## config.mk

```make
export PLATFORM = sky130hd
export DESIGN_NAME = dispatch_buffer
export DESIGN_NICKNAME = d
export VERILOG_FILES = /design/src/rtl/dispatch_buffer_pkg.sv /design/src/rtl/dispatch_operand_resolve.sv /design/src/rtl/dispatch_buffer.sv
export SDC_FILE = /design/constraint.sdc
export NUM_CORES = 1
export LEC_CHECK = 0
export CAP_MARGIN = 30
export CORE_MARGIN = 2
export CORE_UTILIZATION = 55
export CTS_CLUSTER_DIAMETER = 200
export CTS_CLUSTER_SIZE = 8
export DETAILED_ROUTE_END_ITERATION = 16
export DONT_BUFFER_PORTS = 1
export PLACE_DENSITY = 0.7
export SYNTH_ARGS = -nofsm -noshare
export SYNTH_HDL_FRONTEND = slang
export SYNTH_SLANG_ARGS = --single-unit
```

## constraint.sdc

```tcl
create_clock -name clk_in -period 4.3 [get_ports clk_in]
set_input_delay 0.645 -clock clk_in [delete_from_list [all_inputs] [get_ports clk_in]]
set_output_delay 0.645 -clock clk_in [all_outputs]
set_load 0.01 [all_outputs]
```

## src/rtl/dispatch_buffer_pkg.sv

```systemverilog
// dispatch_buffer_pkg: instruction type codes, tag constants and target selection for the dispatch stage
package dispatch_buffer_pkg;

    // Instruction type codes; the memory group is the contiguous range TYPE_LB..TYPE_SW
    localparam int TYPE_ADD = 1;
    localparam int TYPE_SUB = 2;
    localparam int TYPE_LB  = 10;
    localparam int TYPE_LH  = 11;
    localparam int TYPE_LW  = 12;
    localparam int TYPE_LBU = 13;
    localparam int TYPE_LHU = 14;
    localparam int TYPE_SB  = 15;
    localparam int TYPE_SH  = 16;
    localparam int TYPE_SW  = 17;

    // ROB tag 0 means "no dependency" and is never allocated
    localparam int ROB_NULL = 0;

    localparam logic ENABLE  = 1'b1;
    localparam logic DISABLE = 1'b0;

    // Back-end unit that receives an issued instruction
    typedef enum logic {
        TGT_RS  = 1'b0,
        TGT_LSQ = 1'b1
    } target_e;

    // Memory operations go to the load/store queue, everything else to the reservation station
    function automatic target_e target_of(input logic [31:0] t);
        return (t >= 32'(TYPE_LB) && t <= 32'(TYPE_SW)) ? TGT_LSQ : TGT_RS;
    endfunction

endpackage

```

## src/rtl/dispatch_operand_resolve.sv

```systemverilog
// dispatch_operand_resolve: picks value/tag for one source operand from x0, rename forwarding, regfile, ROB and CDB
module dispatch_operand_resolve
    import dispatch_buffer_pkg::*;
#(
    parameter int XLEN  = 32,
    parameter int ROB_W = 4,
    parameter int REG_W = 5,
    parameter int NCDB  = 2
) (
    input  logic [REG_W-1:0]       src_i,
    input  logic                   reg_busy_i,
    input  logic [XLEN-1:0]        reg_data_i,
    input  logic [ROB_W-1:0]       reg_robnum_i,
    input  logic                   rob_rdy_i,
    input  logic [XLEN-1:0]        rob_data_i,
    input  logic [NCDB-1:0]        cdb_valid_i,
    input  logic [NCDB*ROB_W-1:0]  cdb_tag_i,
    input  logic [NCDB*XLEN-1:0]   cdb_data_i,
    input  logic                   fwd_valid_i,
    input  logic [REG_W-1:0]       fwd_rd_i,
    input  logic [ROB_W-1:0]       fwd_tag_i,
    output logic [XLEN-1:0]        v_o,
    output logic [ROB_W-1:0]       q_o
);

    logic            cdb_hit;
    logic [XLEN-1:0] cdb_v;

    // Scan channels from highest to lowest so the lowest matching index is the one kept
    always_comb begin
        cdb_hit = 1'b0;
        cdb_v   = '0;
        for (int n = NCDB - 1; n >= 0; n--) begin
            if (cdb_valid_i[n] && cdb_tag_i[n*ROB_W +: ROB_W] == reg_robnum_i) begin
                cdb_hit = 1'b1;
                cdb_v   = cdb_data_i[n*XLEN +: XLEN];
            end
        end
    end

    // Priority chain; forwarding beats the regfile because the rename table lags one cycle
    always_comb begin
        v_o = '0;
        q_o = reg_robnum_i;
        if (src_i == '0) begin
            q_o = ROB_W'(ROB_NULL);
        end else if (fwd_valid_i && fwd_rd_i == src_i) begin
            q_o = fwd_tag_i;
        end else if (!reg_busy_i) begin
            v_o = reg_data_i;
            q_o = ROB_W'(ROB_NULL);
        end else if (rob_rdy_i) begin
            v_o = rob_data_i;
            q_o = ROB_W'(ROB_NULL);
        end else if (cdb_hit) begin
            v_o = cdb_v;
            q_o = ROB_W'(ROB_NULL);
        end
    end

endmodule

```

## src/rtl/dispatch_buffer.sv

```systemverilog
// dispatch_buffer: decode FIFO that resolves head operands and issues one instruction per cycle to ROB/RS/LSQ
module dispatch_buffer
    import dispatch_buffer_pkg::*;
#(
    parameter int DEPTH  = 4,
    parameter int XLEN   = 32,
    parameter int ROB_W  = 4,
    parameter int REG_W  = 5,
    parameter int TYPE_W = 6,
    parameter int NCDB   = 2
) (
    input  logic                  clk_in,
    input  logic                  rst_in,
    input  logic                  rdy_in,
    input  logic                  flush_in,
    input  logic                  dec_valid_in,
    output logic                  dec_ready_out,
    input  logic [TYPE_W-1:0]     dec_type_in,
    input  logic [REG_W-1:0]      dec_rs1_in,
    input  logic [REG_W-1:0]      dec_rs2_in,
    input  logic [REG_W-1:0]      dec_rd_in,
    input  logic [XLEN-1:0]       dec_imm_in,
    input  logic [XLEN-1:0]       dec_pc_in,
    output logic [REG_W-1:0]      reg_rs1_out,
    output logic [REG_W-1:0]      reg_rs2_out,
    input  logic [XLEN-1:0]       reg_rs1_data_in,
    input  logic                  reg_rs1_busy_in,
    input  logic [ROB_W-1:0]      reg_rs1_robnum_in,
    input  logic [XLEN-1:0]       reg_rs2_data_in,
    input  logic                  reg_rs2_busy_in,
    input  logic [ROB_W-1:0]      reg_rs2_robnum_in,
    output logic [ROB_W-1:0]      rob_rs1_out,
    output logic [ROB_W-1:0]      rob_rs2_out,
    input  logic                  rob_rs1_rdy_in,
    input  logic [XLEN-1:0]       rob_rs1_data_in,
    input  logic                  rob_rs2_rdy_in,
    input  logic [XLEN-1:0]       rob_rs2_data_in,
    input  logic [ROB_W-1:0]      rob_idle_pos_in,
    input  logic                  rob_full_in,
    input  logic                  rs_full_in,
    input  logic                  lsq_full_in,
    input  logic [NCDB-1:0]       cdb_valid_in,
    input  logic [NCDB*ROB_W-1:0] cdb_tag_in,
    input  logic [NCDB*XLEN-1:0]  cdb_data_in,
    output logic                  rs_en_out,
    output logic                  lsq_en_out,
    output logic                  rob_en_out,
    output logic                  reg_en_out,
    output logic [REG_W-1:0]      reg_rd_out,
    output logic [ROB_W-1:0]      reg_rd_robnum_out,
    output logic [ROB_W-1:0]      dest_out,
    output logic [TYPE_W-1:0]     rob_type_out,
    output logic [TYPE_W-1:0]     type_out,
    output logic [REG_W-1:0]      rob_reg_pos_out,
    output logic [XLEN-1:0]       vj_out,
    output logic [XLEN-1:0]       vk_out,
    output logic [ROB_W-1:0]      qj_out,
    output logic [ROB_W-1:0]      qk_out,
    output logic [XLEN-1:0]       A_out,
    output logic [XLEN-1:0]       pc_out
);

    localparam int PTR_W = $clog2(DEPTH);

    logic [TYPE_W-1:0] type_m [DEPTH];
    logic [REG_W-1:0]  rs1_m  [DEPTH];
    logic [REG_W-1:0]  rs2_m  [DEPTH];
    logic [REG_W-1:0]  rd_m   [DEPTH];
    logic [XLEN-1:0]   imm_m  [DEPTH];
    logic [XLEN-1:0]   pc_m   [DEPTH];

    logic [PTR_W-1:0] head_q, head_d, tail_q, tail_d;
    logic [PTR_W:0]   cnt_q, cnt_d;

    logic              rs_en_q, rs_en_d, lsq_en_q, lsq_en_d;
    logic              rob_en_q, rob_en_d, reg_en_q, reg_en_d;
    logic [REG_W-1:0]  rd_q, rd_d;
    logic [ROB_W-1:0]  dest_q, dest_d;
    logic [TYPE_W-1:0] type_q, type_d;
    logic [XLEN-1:0]   vj_q, vj_d, vk_q, vk_d, a_q, a_d, pc_q, pc_d;
    logic [ROB_W-1:0]  qj_q, qj_d, qk_q, qk_d;
    logic              fwd_vld_q, fwd_vld_d;
    logic [REG_W-1:0]  fwd_rd_q, fwd_rd_d;
    logic [ROB_W-1:0]  fwd_tag_q, fwd_tag_d;

    logic [TYPE_W-1:0] h_type;
    logic [REG_W-1:0]  h_rd;
    target_e           h_tgt;
    logic              enq, iss;
    logic [XLEN-1:0]   vj_res, vk_res;
    logic [ROB_W-1:0]  qj_res, qk_res;

    assign h_type        = type_m[head_q];
    assign h_rd          = rd_m[head_q];
    assign h_tgt         = target_of(32'(h_type));
    assign reg_rs1_out   = rs1_m[head_q];
    assign reg_rs2_out   = rs2_m[head_q];
    assign rob_rs1_out   = reg_rs1_robnum_in;
    assign rob_rs2_out   = reg_rs2_robnum_in;
    assign dec_ready_out = cnt_q < (PTR_W+1)'(DEPTH);

    assign enq = rdy_in && !flush_in && dec_valid_in && dec_ready_out;
    assign iss = rdy_in && !flush_in && cnt_q != '0 && !rob_full_in
              && (h_tgt == TGT_LSQ ? !lsq_full_in : !rs_full_in);

    dispatch_operand_resolve #(
        .XLEN (XLEN), .ROB_W(ROB_W), .REG_W(REG_W), .NCDB(NCDB)
    ) u_rs1 (
        .src_i       (reg_rs1_out),
        .reg_busy_i  (reg_rs1_busy_in),
        .reg_data_i  (reg_rs1_data_in),
        .reg_robnum_i(reg_rs1_robnum_in),
        .rob_rdy_i   (rob_rs1_rdy_in),
        .rob_data_i  (rob_rs1_data_in),
        .cdb_valid_i (cdb_valid_in),
        .cdb_tag_i   (cdb_tag_in),
        .cdb_data_i  (cdb_data_in),
        .fwd_valid_i (fwd_vld_q),
        .fwd_rd_i    (fwd_rd_q),
        .fwd_tag_i   (fwd_tag_q),
        .v_o         (vj_res),
        .q_o         (qj_res)
    );

    dispatch_operand_resolve #(
        .XLEN (XLEN), .ROB_W(ROB_W), .REG_W(REG_W), .NCDB(NCDB)
    ) u_rs2 (
        .src_i       (reg_rs2_out),
        .reg_busy_i  (reg_rs2_busy_in),
        .reg_data_i  (reg_rs2_data_in),
        .reg_robnum_i(reg_rs2_robnum_in),
        .rob_rdy_i   (rob_rs2_rdy_in),
        .rob_data_i  (rob_rs2_data_in),
        .cdb_valid_i (cdb_valid_in),
        .cdb_tag_i   (cdb_tag_in),
        .cdb_data_i  (cdb_data_in),
        .fwd_valid_i (fwd_vld_q),
        .fwd_rd_i    (fwd_rd_q),
        .fwd_tag_i   (fwd_tag_q),
        .v_o         (vk_res),
        .q_o         (qk_res)
    );

    // FIFO storage is written only on accepted enqueues and needs no reset
    always_ff @(posedge clk_in) begin
        if (enq) begin
            type_m[tail_q] <= dec_type_in;
            rs1_m[tail_q]  <= dec_rs1_in;
            rs2_m[tail_q]  <= dec_rs2_in;
            rd_m[tail_q]   <= dec_rd_in;
            imm_m[tail_q]  <= dec_imm_in;
            pc_m[tail_q]   <= dec_pc_in;
        end
    end

    // Pointer/count update; flush wins over enqueue and issue, a stalled pipeline holds
    always_comb begin
        head_d = head_q;
        tail_d = tail_q;
        cnt_d  = cnt_q;
        if (rdy_in && flush_in) begin
            head_d = '0;
            tail_d = '0;
            cnt_d  = '0;
        end else begin
            tail_d = enq ? tail_q + PTR_W'(1) : tail_q;
            head_d = iss ? head_q + PTR_W'(1) : head_q;
            cnt_d  = cnt_q + (PTR_W+1)'(enq) - (PTR_W+1)'(iss);
        end
    end

    // Issue registers and the one-cycle rename forwarding record
    always_comb begin
        rs_en_d   = rs_en_q;
        lsq_en_d  = lsq_en_q;
        rob_en_d  = rob_en_q;
        reg_en_d  = reg_en_q;
        rd_d      = rd_q;
        dest_d    = dest_q;
        type_d    = type_q;
        vj_d      = vj_q;
        vk_d      = vk_q;
        qj_d      = qj_q;
        qk_d      = qk_q;
        a_d       = a_q;
        pc_d      = pc_q;
        fwd_vld_d = fwd_vld_q;
        fwd_rd_d  = fwd_rd_q;
        fwd_tag_d = fwd_tag_q;
        if (rdy_in) begin
            rs_en_d   = iss && h_tgt == TGT_RS;
            lsq_en_d  = iss && h_tgt == TGT_LSQ;
            rob_en_d  = iss;
            reg_en_d  = iss && h_rd != '0;
            fwd_vld_d = iss && h_rd != '0;
            if (iss) begin
                rd_d      = h_rd;
                dest_d    = rob_idle_pos_in;
                type_d    = h_type;
                vj_d      = vj_res;
                vk_d      = vk_res;
                qj_d      = qj_res;
                qk_d      = qk_res;
                a_d       = imm_m[head_q];
                pc_d      = pc_m[head_q];
                fwd_rd_d  = h_rd;
                fwd_tag_d = rob_idle_pos_in;
            end
        end
    end

    // State register with asynchronous active-low reset
    always_ff @(posedge clk_in or negedge rst_in) begin
        if (!rst_in) begin
            head_q    <= '0;
            tail_q    <= '0;
            cnt_q     <= '0;
            rs_en_q   <= DISABLE;
            lsq_en_q  <= DISABLE;
            rob_en_q  <= DISABLE;
            reg_en_q  <= DISABLE;
            rd_q      <= '0;
            dest_q    <= '0;
            type_q    <= '0;
            vj_q      <= '0;
            vk_q      <= '0;
            qj_q      <= '0;
            qk_q      <= '0;
            a_q       <= '0;
            pc_q      <= '0;
            fwd_vld_q <= 1'b0;
            fwd_rd_q  <= '0;
            fwd_tag_q <= '0;
        end else begin
            head_q    <= head_d;
            tail_q    <= tail_d;
            cnt_q     <= cnt_d;
            rs_en_q   <= rs_en_d;
            lsq_en_q  <= lsq_en_d;
            rob_en_q  <= rob_en_d;
            reg_en_q  <= reg_en_d;
            rd_q      <= rd_d;
            dest_q    <= dest_d;
            type_q    <= type_d;
            vj_q      <= vj_d;
            vk_q      <= vk_d;
            qj_q      <= qj_d;
            qk_q      <= qk_d;
            a_q       <= a_d;
            pc_q      <= pc_d;
            fwd_vld_q <= fwd_vld_d;
            fwd_rd_q  <= fwd_rd_d;
            fwd_tag_q <= fwd_tag_d;
        end
    end

    assign rs_en_out         = rs_en_q;
    assign lsq_en_out        = lsq_en_q;
    assign rob_en_out        = rob_en_q;
    assign reg_en_out        = reg_en_q;
    assign reg_rd_out        = rd_q;
    assign rob_reg_pos_out   = rd_q;
    assign reg_rd_robnum_out = dest_q;
    assign dest_out          = dest_q;
    assign rob_type_out      = type_q;
    assign type_out          = type_q;
    assign vj_out            = vj_q;
    assign vk_out            = vk_q;
    assign qj_out            = qj_q;
    assign qk_out            = qk_q;
    assign A_out             = a_q;
    assign pc_out            = pc_q;

endmodule

```

==> out/qor.txt, run 1 <==
CTS Hold Bufs = 1
DP HPWL = 39600 um
unrepaired setup endpoints after global routing = no
Yosys warning count = 0
family with the most delay on the worst path = multiplexers
full die area = 0.0400 sq mm
Synth Flop Type = edfxtp_1
worst r2r dst = cnt_q[2]$_DFF_PN0_
flip-flop and latch count after synthesis = 502
initial antenna violation count = 11
Final Hold Fails = 3
worst skew pair latency = 0.59 ns
register area share after synthesis = 67.5%
Post-CTS Repair Setup Buffers = 0
fraction of registers with async set/reset = 32.3%
first-pass GRT wire length = 88300 um
final setup fails = 0
Max Freq = 289 MHz
vias in the first global route = 12.5k
Post-synth EDFFs = 340
WP data arrival = 3.93 ns
max-cap viol count = 0
Final Total Pwr = 14.3 mW
period utilization = 80.5%
Post-DRT Antenna Nets = 0
Max Fanout on Critical Path = 13
Req. time, crit path = 4.77 ns
largest net degree at the start of global routing = 163
synthesized area = 0.0211 sq mm
IO Pins = 500
vias per inst = 6.64
DR pass1 iterations = 7
hold slack = -0.0157 ns
post_cts resized = 0
Area Growth Syn to Fin = 12.3%
drt wl/cell = 34.0 um
CTS clock-pin slew for the worst setup and hold paths = 0.05 ns
Critical R2R Launch = head_q[0]$_DFFE_PN0P_
Total GRT Usage = 31.3%
PD cells = 601 mW/mm^2
r2r setup slk = 0.84 ns
cell count after synthesis = 1256
drc violations = 0
Avg Inst Size Synth = 16.8 sq um
Syn Nets = 1573
Crit Path Category = flip-flop to flip-flop
Final GP Congestion = 0.947
layout cells sized above 1 = 23.9%
relative slew slack = 27.2%
cell mode on critical path = xnor2_1
Peak VDD IR = 0.000521 V
crit-path cells = mux4_2 -> nor2_1 -> mux2i_1 -> or2_0 -> a21o_1 -> xnor2_1 -> ha_1 -> inv_1 -> fa_1 -> xnor2_1 -> xnor2_1 -> a21oi_1
TritonCTS buffer count = 72
Final Max Slew Viols = 0
H-tree depth = 3
Critical Path End Type = flip-flop
status = complete, but fails checks
via count of the routed design = 12.1k
Cell variety after synth = 49
CTS Sinks = 502
slowest CP cell = dfrtp_4
die height = 200 um
final setup TNS = 0 ns
IO buf count = 0
CORE AREA = 0.0378 sq mm
post-layout min period = 3.46 ns
DR iter-0 viols = 967
measured slew at the worst slew-check pin = 1.09 ns
clk root buf = clkbuf_16
startpoint type of the worst setup path = flip-flop
Lkg Pwr = 8.11 nW
clock skew = 0.0193 ns
CTS tree = done
clk buf depth = 3
R2R cell count = 12
slowest stage delay, CP = 0.59 ns
layout net count = 1566
Routed WL = 62100 um
FP Rows = 71
Initial Utilization = 56.0%
Buf/Inv on CP = 1
Die X = 200 um
Hold WC Path Type = input pin to asynchronous set/reset pin
Final Util = 62.8%
total gr overflow = 0
failing checks = hold timing
[layout make-up]
cell class	instances	area [sq um]
flip-flops and latches	502	14300
well taps	511	639
multi-input cells	637	6310
clock buffers	116	1990
fillers	2673	14000
inverters	7	26.3
clock inverters	7	125
diodes	16	40.0
repair buffers	29	320
[worst max-delay path by stage]
stage / startpoint / to / slack (ns) / cells after the start
floorplan: flush_in / imm_m[1][0]$_DFFE_PP_ / 0.36 / 3
global placement: head_q[0]$_DFFE_PN0P_ / cnt_q[2]$_DFF_PN0_ / 0.93 / 12
detailed placement: head_q[0]$_DFFE_PN0P_ / cnt_q[2]$_DFF_PN0_ / 0.86 / 12
CTS: head_q[0]$_DFFE_PN0P_ / cnt_q[2]$_DFF_PN0_ / 0.83 / 12
global route: head_q[0]$_DFFE_PN0P_ / cnt_q[2]$_DFF_PN0_ / 0.55 / 12
finish: head_q[0]$_DFFE_PN0P_ / cnt_q[2]$_DFF_PN0_ / 0.84 / 12
[flip-flops by register name (all words and copies together) (netlist names), 4 cells and up]
| register | flops |
|---|---|
| fwd_rd_q | 5 |
| imm_m | 128 |
| vk_out | 32 |
| rs1_m | 20 |
| type_m | 24 |
| A_out | 32 |
| fwd_tag_q | 4 |
| rs2_m | 20 |
| rd_m | 20 |
| pc_m | 128 |
| qk_out | 4 |
| pc_out | 32 |
| qj_out | 4 |
| vj_out | 32 |
| rob_type_out | 6 |
[synth_stat cells (2+ instances only)]
library cell	count	share of area (%)
ha_1	5	0.30
o2bb2ai_1	2	0.083
xnor2_1	21	0.87
or4bb_1	4	0.21
nor3_1	4	0.095
nand2b_1	3	0.089
a31o_2	21	0.87
a311oi_1	11	0.46
mux2i_1	11	0.52
edfxtp_1	340	48
o22ai_1	11	0.33
or4_1	5	0.18
nand4b_1	21	0.87
mux4_2	85	9.1
nor2_1	30	0.53
buf_2	18	0.43
nand4_1	22	0.65
a21oi_1	58	1.4
xor2_1	9	0.37
mux2_2	80	4.3
inv_1	7	0.12
a222oi_1	32	1.5
mux2_1	71	3.8
buf_4	23	0.82
nand2_1	57	1.0
nand3_1	44	1.0
a21o_1	2	0.071
and2_0	2	0.059
nor4_1	2	0.059
dfrtp_1	162	19
buf_6	9	0.48
clkbuf_1	59	1.0
and2_1	7	0.21
nor2b_1	3	0.089
[cell families after synthesis]
family / synth area share (%)
AND/OR/NAND/NOR: 5.32
multiplexers: 17.6
buffers and inverters: 2.91
AO/OA/AOI/OAI: 4.99
flip-flops: 67.5
XOR/XNOR: 1.24
adder cells (fa/ha/maj): 0.391
[power by group]
group	internal (mW)	leakage, nW	total [mW]	switching, mW
registers	5.98	5.09	7.27	1.29
clock network	3.17	1.00	5.24	2.07
logic	0.969	2.02	1.74	0.774
total	10.1	8.11	14.3	4.14
[through the flow]
stage          worst slack [ns]  hold slack [ns]  cells  instance area [sq um]
2_1_floorplan             0.363            0.349   1256                  21100
3_3_place_gp              0.934            0.352   1684                  21500
3_5_place_dp              0.862            0.352   1685                  21500
4_1_cts                   0.828            0.116   1809                  23700
5_1_grt                   0.554            0.117   1822                  23700
6_report                  0.838          -0.0157   1825                  23700
[per-layer routing]
layer	wire length [um]	GRT usage, %	share of wire (%)
met1	20600	34.9	33
met2	29600	48.6	48
met3	7890	15.9	13
met4	3960	17.9	6.4
met5	60	1.60	0.097
[cell usage in the layout, fill, tap and decap left out, drive strengths merged, types with 3 or more instances in the layout]
master / Yosys / routed
a21oi: 59 / 59
a222oi: 32 / 32
a311oi: 11 / 11
a31o: 21 / 21
and2: 9 / 9
buf: 51 / 29
clkbuf: 59 / 116
clkinv: 0 / 5
dfrtp: 162 / 162
diode: 0 / 16
edfxtp: 340 / 340
ha: 5 / 5
inv: 7 / 9
mux2: 151 / 151
mux2i: 11 / 11
mux4: 85 / 85
nand2: 57 / 57
nand2b: 3 / 3
nand3: 44 / 44
nand4: 22 / 22
nand4b: 21 / 21
nor2: 30 / 30
nor2b: 3 / 3
nor3: 5 / 5
o22ai: 11 / 11
or4: 5 / 5
or4bb: 4 / 4
xnor2: 21 / 21
xor2: 9 / 9
Note: power is estimated with default switching activity, not from simulation.
==> run 2, diff against run 1 <==
--- a/config.mk
+++ b/config.mk
@@ -5,6 +5,7 @@
 export SDC_FILE = /design/constraint.sdc
 export NUM_CORES = 1
 export LEC_CHECK = 0
+export ABC_AREA = 1
 export CAP_MARGIN = 30
 export CORE_MARGIN = 2
 export CORE_UTILIZATION = 55
@@ -12,7 +13,7 @@
 export CTS_CLUSTER_SIZE = 8
 export DETAILED_ROUTE_END_ITERATION = 16
 export DONT_BUFFER_PORTS = 1
-export PLACE_DENSITY = 0.7
+export PLACE_DENSITY = 0.73
 export SYNTH_ARGS = -nofsm -noshare
 export SYNTH_HDL_FRONTEND = slang
 export SYNTH_SLANG_ARGS = --single-unit
==> constraint.sdc (replaced) <==
create_clock -name clk_in -period 2.9 [get_ports clk_in]
set_input_delay 0.435 -clock clk_in [delete_from_list [all_inputs] [get_ports clk_in]]
set_output_delay 0.435 -clock clk_in [all_outputs]
set_load 0.01 [all_outputs]
==> out/qor.txt, run 2 <==
status = complete, but fails checks
layout net count = 2645
DP HPWL = 48700 um
Final Total Pwr = 21.6 mW
register area share after synthesis = 64.1%
cell mode on critical path = nand2_1
slowest stage delay, CP = 0.54 ns
drt wl/cell = 26.2 um
FP Rows = 73
CTS clock-pin slew for the worst setup and hold paths = 0.05 ns
fraction of registers with async set/reset = 32.3%
cell count after synthesis = 2277
vias in the first global route = 17.0k
worst skew pair latency = 0.60 ns
Synth top cells by count = 742 x nand2_1, 340 x edfxtp_1, 203 x nor2_1, 187 x nand3_1, 162 x dfrtp_1
Total GRT Usage = 35.7%
relative slew slack = 37.1%
largest net degree at the start of global routing = 196
Yosys warning count = 0
slowest CP cell = dfrtp_4
PD cells = 839 mW/mm^2
Avg Inst Size Synth = 9.77 sq um
startpoint type of the worst setup path = flip-flop
clk root buf = clkbuf_16
clock skew = 0.0193 ns
Synth area leaders = edfxtp_1 46%, dfrtp_1 18%, nand2_1 13%
Critical Path End Type = flip-flop
drc violations = 0
post-synth top area cell = edfxtp_1
Syn Nets = 2594
crit-path cells = buf_4 -> nand2_1 -> nand3_1 -> nand2_1 -> nand2_1 -> inv_2 -> nand2_1 -> nand2_1 -> nand2_1 -> nand2_1 -> nand3_4 -> xor2_2 -> ha_1 -> inv_1 -> fa_1 -> and3_1 -> nor3_1
Area Growth Syn to Fin = 15.7%
WP data arrival = 3.23 ns
flip-flop and latch count after synthesis = 502
most frequent cells in the layout = 742 x nand2_1, 340 x edfxtp_1, 198 x nor2_1
Cell variety after synth = 37
Layout Cells excl Fill = 2921
TritonCTS buffer count = 72
H-tree depth = 3
full die area = 0.0421 sq mm
failing checks = hold timing
Max Freq = 368 MHz
CTS Hold Bufs = 89
Post-DRT Antenna Nets = 0
total gr overflow = 0
Final Hold Fails = 162
hold slack = -0.464 ns
IO buf count = 0
Crit Path Category = flip-flop to flip-flop
GRT busiest layer = met2
IO Pins = 500
vias per inst = 6.03
Final Max Slew Viols = 0
DR pass1 iterations = 6
first-pass GRT wire length = 109000 um
Peak VDD IR = 0.000730 V
share of the synthesized area in the top cell type = 45.9%
Post-synth EDFFs = 340
Hold WC Path Type = input pin to asynchronous set/reset pin
CTS Sinks = 502
die height = 205 um
Inst Count DP = 2685
CORE AREA = 0.0398 sq mm
Final GP Congestion = 1.10
period utilization = 93.8%
layout cells sized above 1 = 6.71%
FF/Latch Area = 0.0143 sq mm
count leader, synth = nand2_1
GRT met1 Usage = 39.0%
multi-input logic area = 0.00677 sq mm
Req. time, crit path = 3.41 ns
Initial Utilization = 55.9%
CTS tree = done
max-cap viol count = 0
Max Fanout on Critical Path = 9
Die X = 205 um
Routed WL = 76600 um
post-layout min period = 2.72 ns
initial antenna violation count = 15
Lkg Pwr = 10.7 nW
via count of the routed design = 17.6k
synthesized area = 0.0223 sq mm
met2 usage = 59.5%
clk buf depth = 3
Synth Flop Type = edfxtp_1
GR Util met3 = 12.4%
final setup fails = 0
commonest non-fill, non-tap cell in the layout = nand2_1
FILL cells = 2994
biggest regs = imm_m (128), pc_m (128)
measured slew at the worst slew-check pin = 0.943 ns
DR iter-0 viols = 1842
## run 2: cell count changes in the layout (fill, tap and decap cells not counted), sizes merged, moves of 32 or more
cell / change
nand4: +33
mux2: -151
mux4: -85
nand2: +687
inv: +106
dlygate4sd3: +89
nand3: +149
a21oi: -51
o22ai: +55
nor2: +179
a222oi: -32
o21ai: +183
## run 2: path summary, 6_finish.rpt
check,startpoint,to,slack [ns],cells after the start
min in group clk_in,cdb_data_in[41],vj_out[9]$_DFFE_PN0P_,0.10,4
max in group asynchronous,rst_in,head_q[0]$_DFFE_PN0P_,3.00,0
max reg2reg,head_q[0]$_DFFE_PN0P_,cnt_q[2]$_DFF_PN0_,0.18,17
min,rst_in,vk_out[30]$_DFFE_PN0P_,-0.46,0
max,head_q[0]$_DFFE_PN0P_,cnt_q[2]$_DFF_PN0_,0.18,17
min reg2reg,pc_out[31]$_DFFE_PN0P_,pc_out[31]$_DFFE_PN0P_,0.54,2
## run 2: final cells by class
| type | instances | area share [%] |
|---|---|---|
| multi-input combinational | 1501 | 26.3 |
| clock inverter | 4 | 0.292 |
| tap | 525 | 2.55 |
| sequential | 502 | 55.4 |
| inverter | 114 | 1.69 |
| timing repair buffer | 137 | 5.56 |
| clock buffer | 125 | 8.06 |
| antenna | 13 | 0.126 |
## run 2: layer usage
metal / up-vias / part of all wire (%) / wire, um
li1: 7792 / - / -
met1: 8487 / 33 / 25400
met2: 1103 / 50 / 38100
met3: 216 / 11 / 8290
met4: 10 / 6.2 / 4730
met5: - / 0.078 / 60
## run 2: stage by stage
step	TNS (ns)	utilization, %	hold slack [ns]	area, sq um	setup WS, ns
2_1_floorplan	-218.56	-	0.139	22300	-0.643
3_3_place_gp	0	56.7	0.144	22600	0.242
3_5_place_dp	0	56.7	0.144	22600	0.138
4_1_cts	0	64.4	-0.479	25600	0.0579
5_1_grt	-0.0247	64.6	-0.473	25700	-0.0247
6_report	0	64.6	-0.464	25700	0.181
## run 2: power by group
group          total, mW  leakage [nW]  switching, mW  internal [mW]
logic               3.16          4.57           2.07           1.10
clock network       7.94          1.02           3.09           4.84
registers           10.5          5.14           1.71           8.79
total               21.6          10.7           6.87           14.7
## run 2: critical path, delay by kind of cell (launching register included)
family        cells  cell delay [ns]
xor+xnor          1             0.16
fa+ha+maj         2             0.56
buf+inv           3             0.27
flops             1             0.54
simple gates     11             1.09
## run 2: logic make-up (layout without fill, tap and decap cells)
logic type | Yosys count | in the layout | share of synthesized area (%)
xor gates and xnor gates | 5 | 5 | 0.197
other | 0 | 13 | 0
DFF | 502 | 502 | 64.1
and+or+nand+nor | 1215 | 1215 | 22.7
AOI/OAI and AO/OA | 275 | 275 | 6.88
adders and majority gates | 6 | 6 | 0.371
buffers and inverters | 274 | 380 | 5.73
## run 2: repair_timing
item | CTS | global route
setup buffers | 0 | 4
hold endpoints to repair | 506 | 162
gates resized for setup | 0 | 5
endpoints found under the setup margin | 0 | 29
==> run 3, diff against run 2 <==
--- a/config.mk
+++ b/config.mk
@@ -8,12 +8,13 @@
 export ABC_AREA = 1
 export CAP_MARGIN = 30
 export CORE_MARGIN = 2
-export CORE_UTILIZATION = 55
+export CORE_UTILIZATION = 58
 export CTS_CLUSTER_DIAMETER = 200
 export CTS_CLUSTER_SIZE = 8
 export DETAILED_ROUTE_END_ITERATION = 16
 export DONT_BUFFER_PORTS = 1
-export PLACE_DENSITY = 0.73
+export HOLD_SLACK_MARGIN = 0.12
+export PLACE_DENSITY = 0.76
 export SYNTH_ARGS = -nofsm -noshare
 export SYNTH_HDL_FRONTEND = slang
 export SYNTH_SLANG_ARGS = --single-unit
==> out/qor.txt, run 3 (same netlist as run 2, synthesis figures left out) <==
layout net count = 2677
relative slew slack = 40.7%
WP data arrival = 3.19 ns
CORE AREA = 0.0378 sq mm
FP Rows = 71
DR pass1 iterations = 8
worst skew pair latency = 0.60 ns
DR iter-0 viols = 1740
final setup fails = 0
CTS clock-pin slew for the worst setup and hold paths = 0.06 ns
Die X = 200 um
clock skew = 0.0226 ns
H-tree depth = 3
clk buf depth = 3
via count of the routed design = 17.8k
Area Growth Syn to Fin = 17.1%
Critical Path End Type = flip-flop
drc violations = 0
IO Pins = 500
biggest regs = imm_m (128), pc_m (128)
Final Hold Fails = 162
Peak VDD IR = 0.000718 V
PD cells = 830 mW/mm^2
measured slew at the worst slew-check pin = 0.890 ns
pre-CTS WS = 0.227 ns
die height = 200 um
DP HPWL = 48100 um
vias in the first global route = 17.5k
IO buf count = 0
Total GRT Usage = 38.9%
Routed WL = 77400 um
TritonCTS buffer count = 72
commonest non-fill, non-tap cell in the layout = nand2_1
clk root buf = clkbuf_16
Layout Cells excl Fill = 2939
total gr overflow = 0
full die area = 0.0399 sq mm
failing checks = hold timing
final setup margin = 0.214 ns
first-pass GRT wire length = 111000 um
CTS Sinks = 502
vias per inst = 6.05
Req. time, crit path = 3.40 ns
max-cap viol count = 0
Final GP Congestion = 0.941
startpoint type of the worst setup path = flip-flop
initial antenna violation count = 13
most frequent cells in the layout = 742 x nand2_1, 340 x edfxtp_1, 197 x nor2_1
Hold WC Path Type = input pin to asynchronous set/reset pin
hold slack = -0.454 ns
Post-DRT Antenna Nets = 0
Crit Path Category = flip-flop to flip-flop
unrepaired setup endpoints after global routing = no
layout cells sized above 1 = 6.84%
Inst Count DP = 2679
FILL cells = 2694
Max Freq = 372 MHz
period utilization = 92.6%
Lkg Pwr = 10.9 nW
post-layout min period = 2.69 ns
largest net degree at the start of global routing = 163
status = complete, but fails checks
Max Fanout on Critical Path = 10
Final Max Slew Viols = 0
CTS tree = done
Initial Utilization = 58.9%
CTS Hold Bufs = 117
drt wl/cell = 26.3 um
-- run 3: changes by cell type in the layout (fill, tap and decap cells not counted), sizes merged --
cell,change
dlygate4sd3,+28
buf,+5
clkbuf,-5
diode,+2
clkinv,+1
inv,+1
-- run 3: critical path, cell delays in order (launching register included) --
cell     delay [ns]
dfrtp_4        0.52
buf_12         0.15
nand2_1        0.07
nand3_1        0.09
nand2_1        0.11
nand2_1        0.09
inv_2          0.05
nand2_1        0.04
nand2_1        0.11
nand2_1        0.09
nand2_1        0.11
nand3_4        0.08
xor2_1         0.16
ha_1           0.16
inv_1          0.05
fa_1           0.40
and3_1         0.18
nor3_1         0.13
-- run 3: path summary, 6_finish.rpt --
| path | cells after the start | from | slack (ns) | to |
|---|---|---|---|---|
| max | 17 | head_q[0]$_DFFE_PN0P_ | 0.21 | cnt_q[2]$_DFF_PN0_ |
| max reg2reg | 17 | head_q[0]$_DFFE_PN0P_ | 0.21 | cnt_q[2]$_DFF_PN0_ |
| min in group clk_in | 4 | cdb_data_in[3] | 0.14 | vk_out[3]$_DFFE_PN0P_ |
| max in group asynchronous | 0 | rst_in | 3.07 | pc_out[22]$_DFFE_PN0P_ |
| min reg2reg | 2 | vk_out[22]$_DFFE_PN0P_ | 0.55 | vk_out[22]$_DFFE_PN0P_ |
| min | 0 | rst_in | -0.45 | vk_out[29]$_DFFE_PN0P_ |
-- run 3: area by class of cell --
| type | instances | area (sq um) | area share (%) |
|---|---|---|---|
| Clock inverter | 6 | 125 | 0.480 |
| Antenna cell | 15 | 37.5 | 0.144 |
| Timing Repair Buffer | 169 | 1770 | 6.78 |
| Tap cell | 511 | 639 | 2.45 |
| Inverter | 114 | 433 | 1.66 |
| Clock buffer | 121 | 2020 | 7.74 |
| Sequential cell | 502 | 14300 | 54.8 |
| Multi-Input combinational cell | 1501 | 6770 | 26.0 |
-- run 3: layer usage --
layer	global-route usage, %	routed length [um]	vias up
met1	43.0	25700	8519
met3	16.7	9020	288
met5	1.11	72	-
met4	25.4	5780	6
met2	61.5	36800	1118
li1	-	-	7853
-- run 3: per-stage QoR --
stage	setup TNS, ns	power [mW]	util [%]	instance area (sq um)
after global placement	0	13.2	60.0	22700
final	0	21.6	69.0	26100
after CTS	0	21.5	68.8	26000
after detailed placement	0	13.4	60.0	22700
after floorplan	-218.56	12.4	-	22300
after global routing	0	22.4	69.0	26000
-- run 3: where the power goes --
group / switching [mW] / internal (mW)
sequential: 1.70 / 8.78
combinational: 2.07 / 1.11
clock: 3.20 / 4.76
-- run 3: timing repair --
item,in CTS,in global routing
endpoints found under the setup margin,0,23
buffers inserted,0,1
gates resized for setup,0,4
endpoints found under the hold margin,524,162
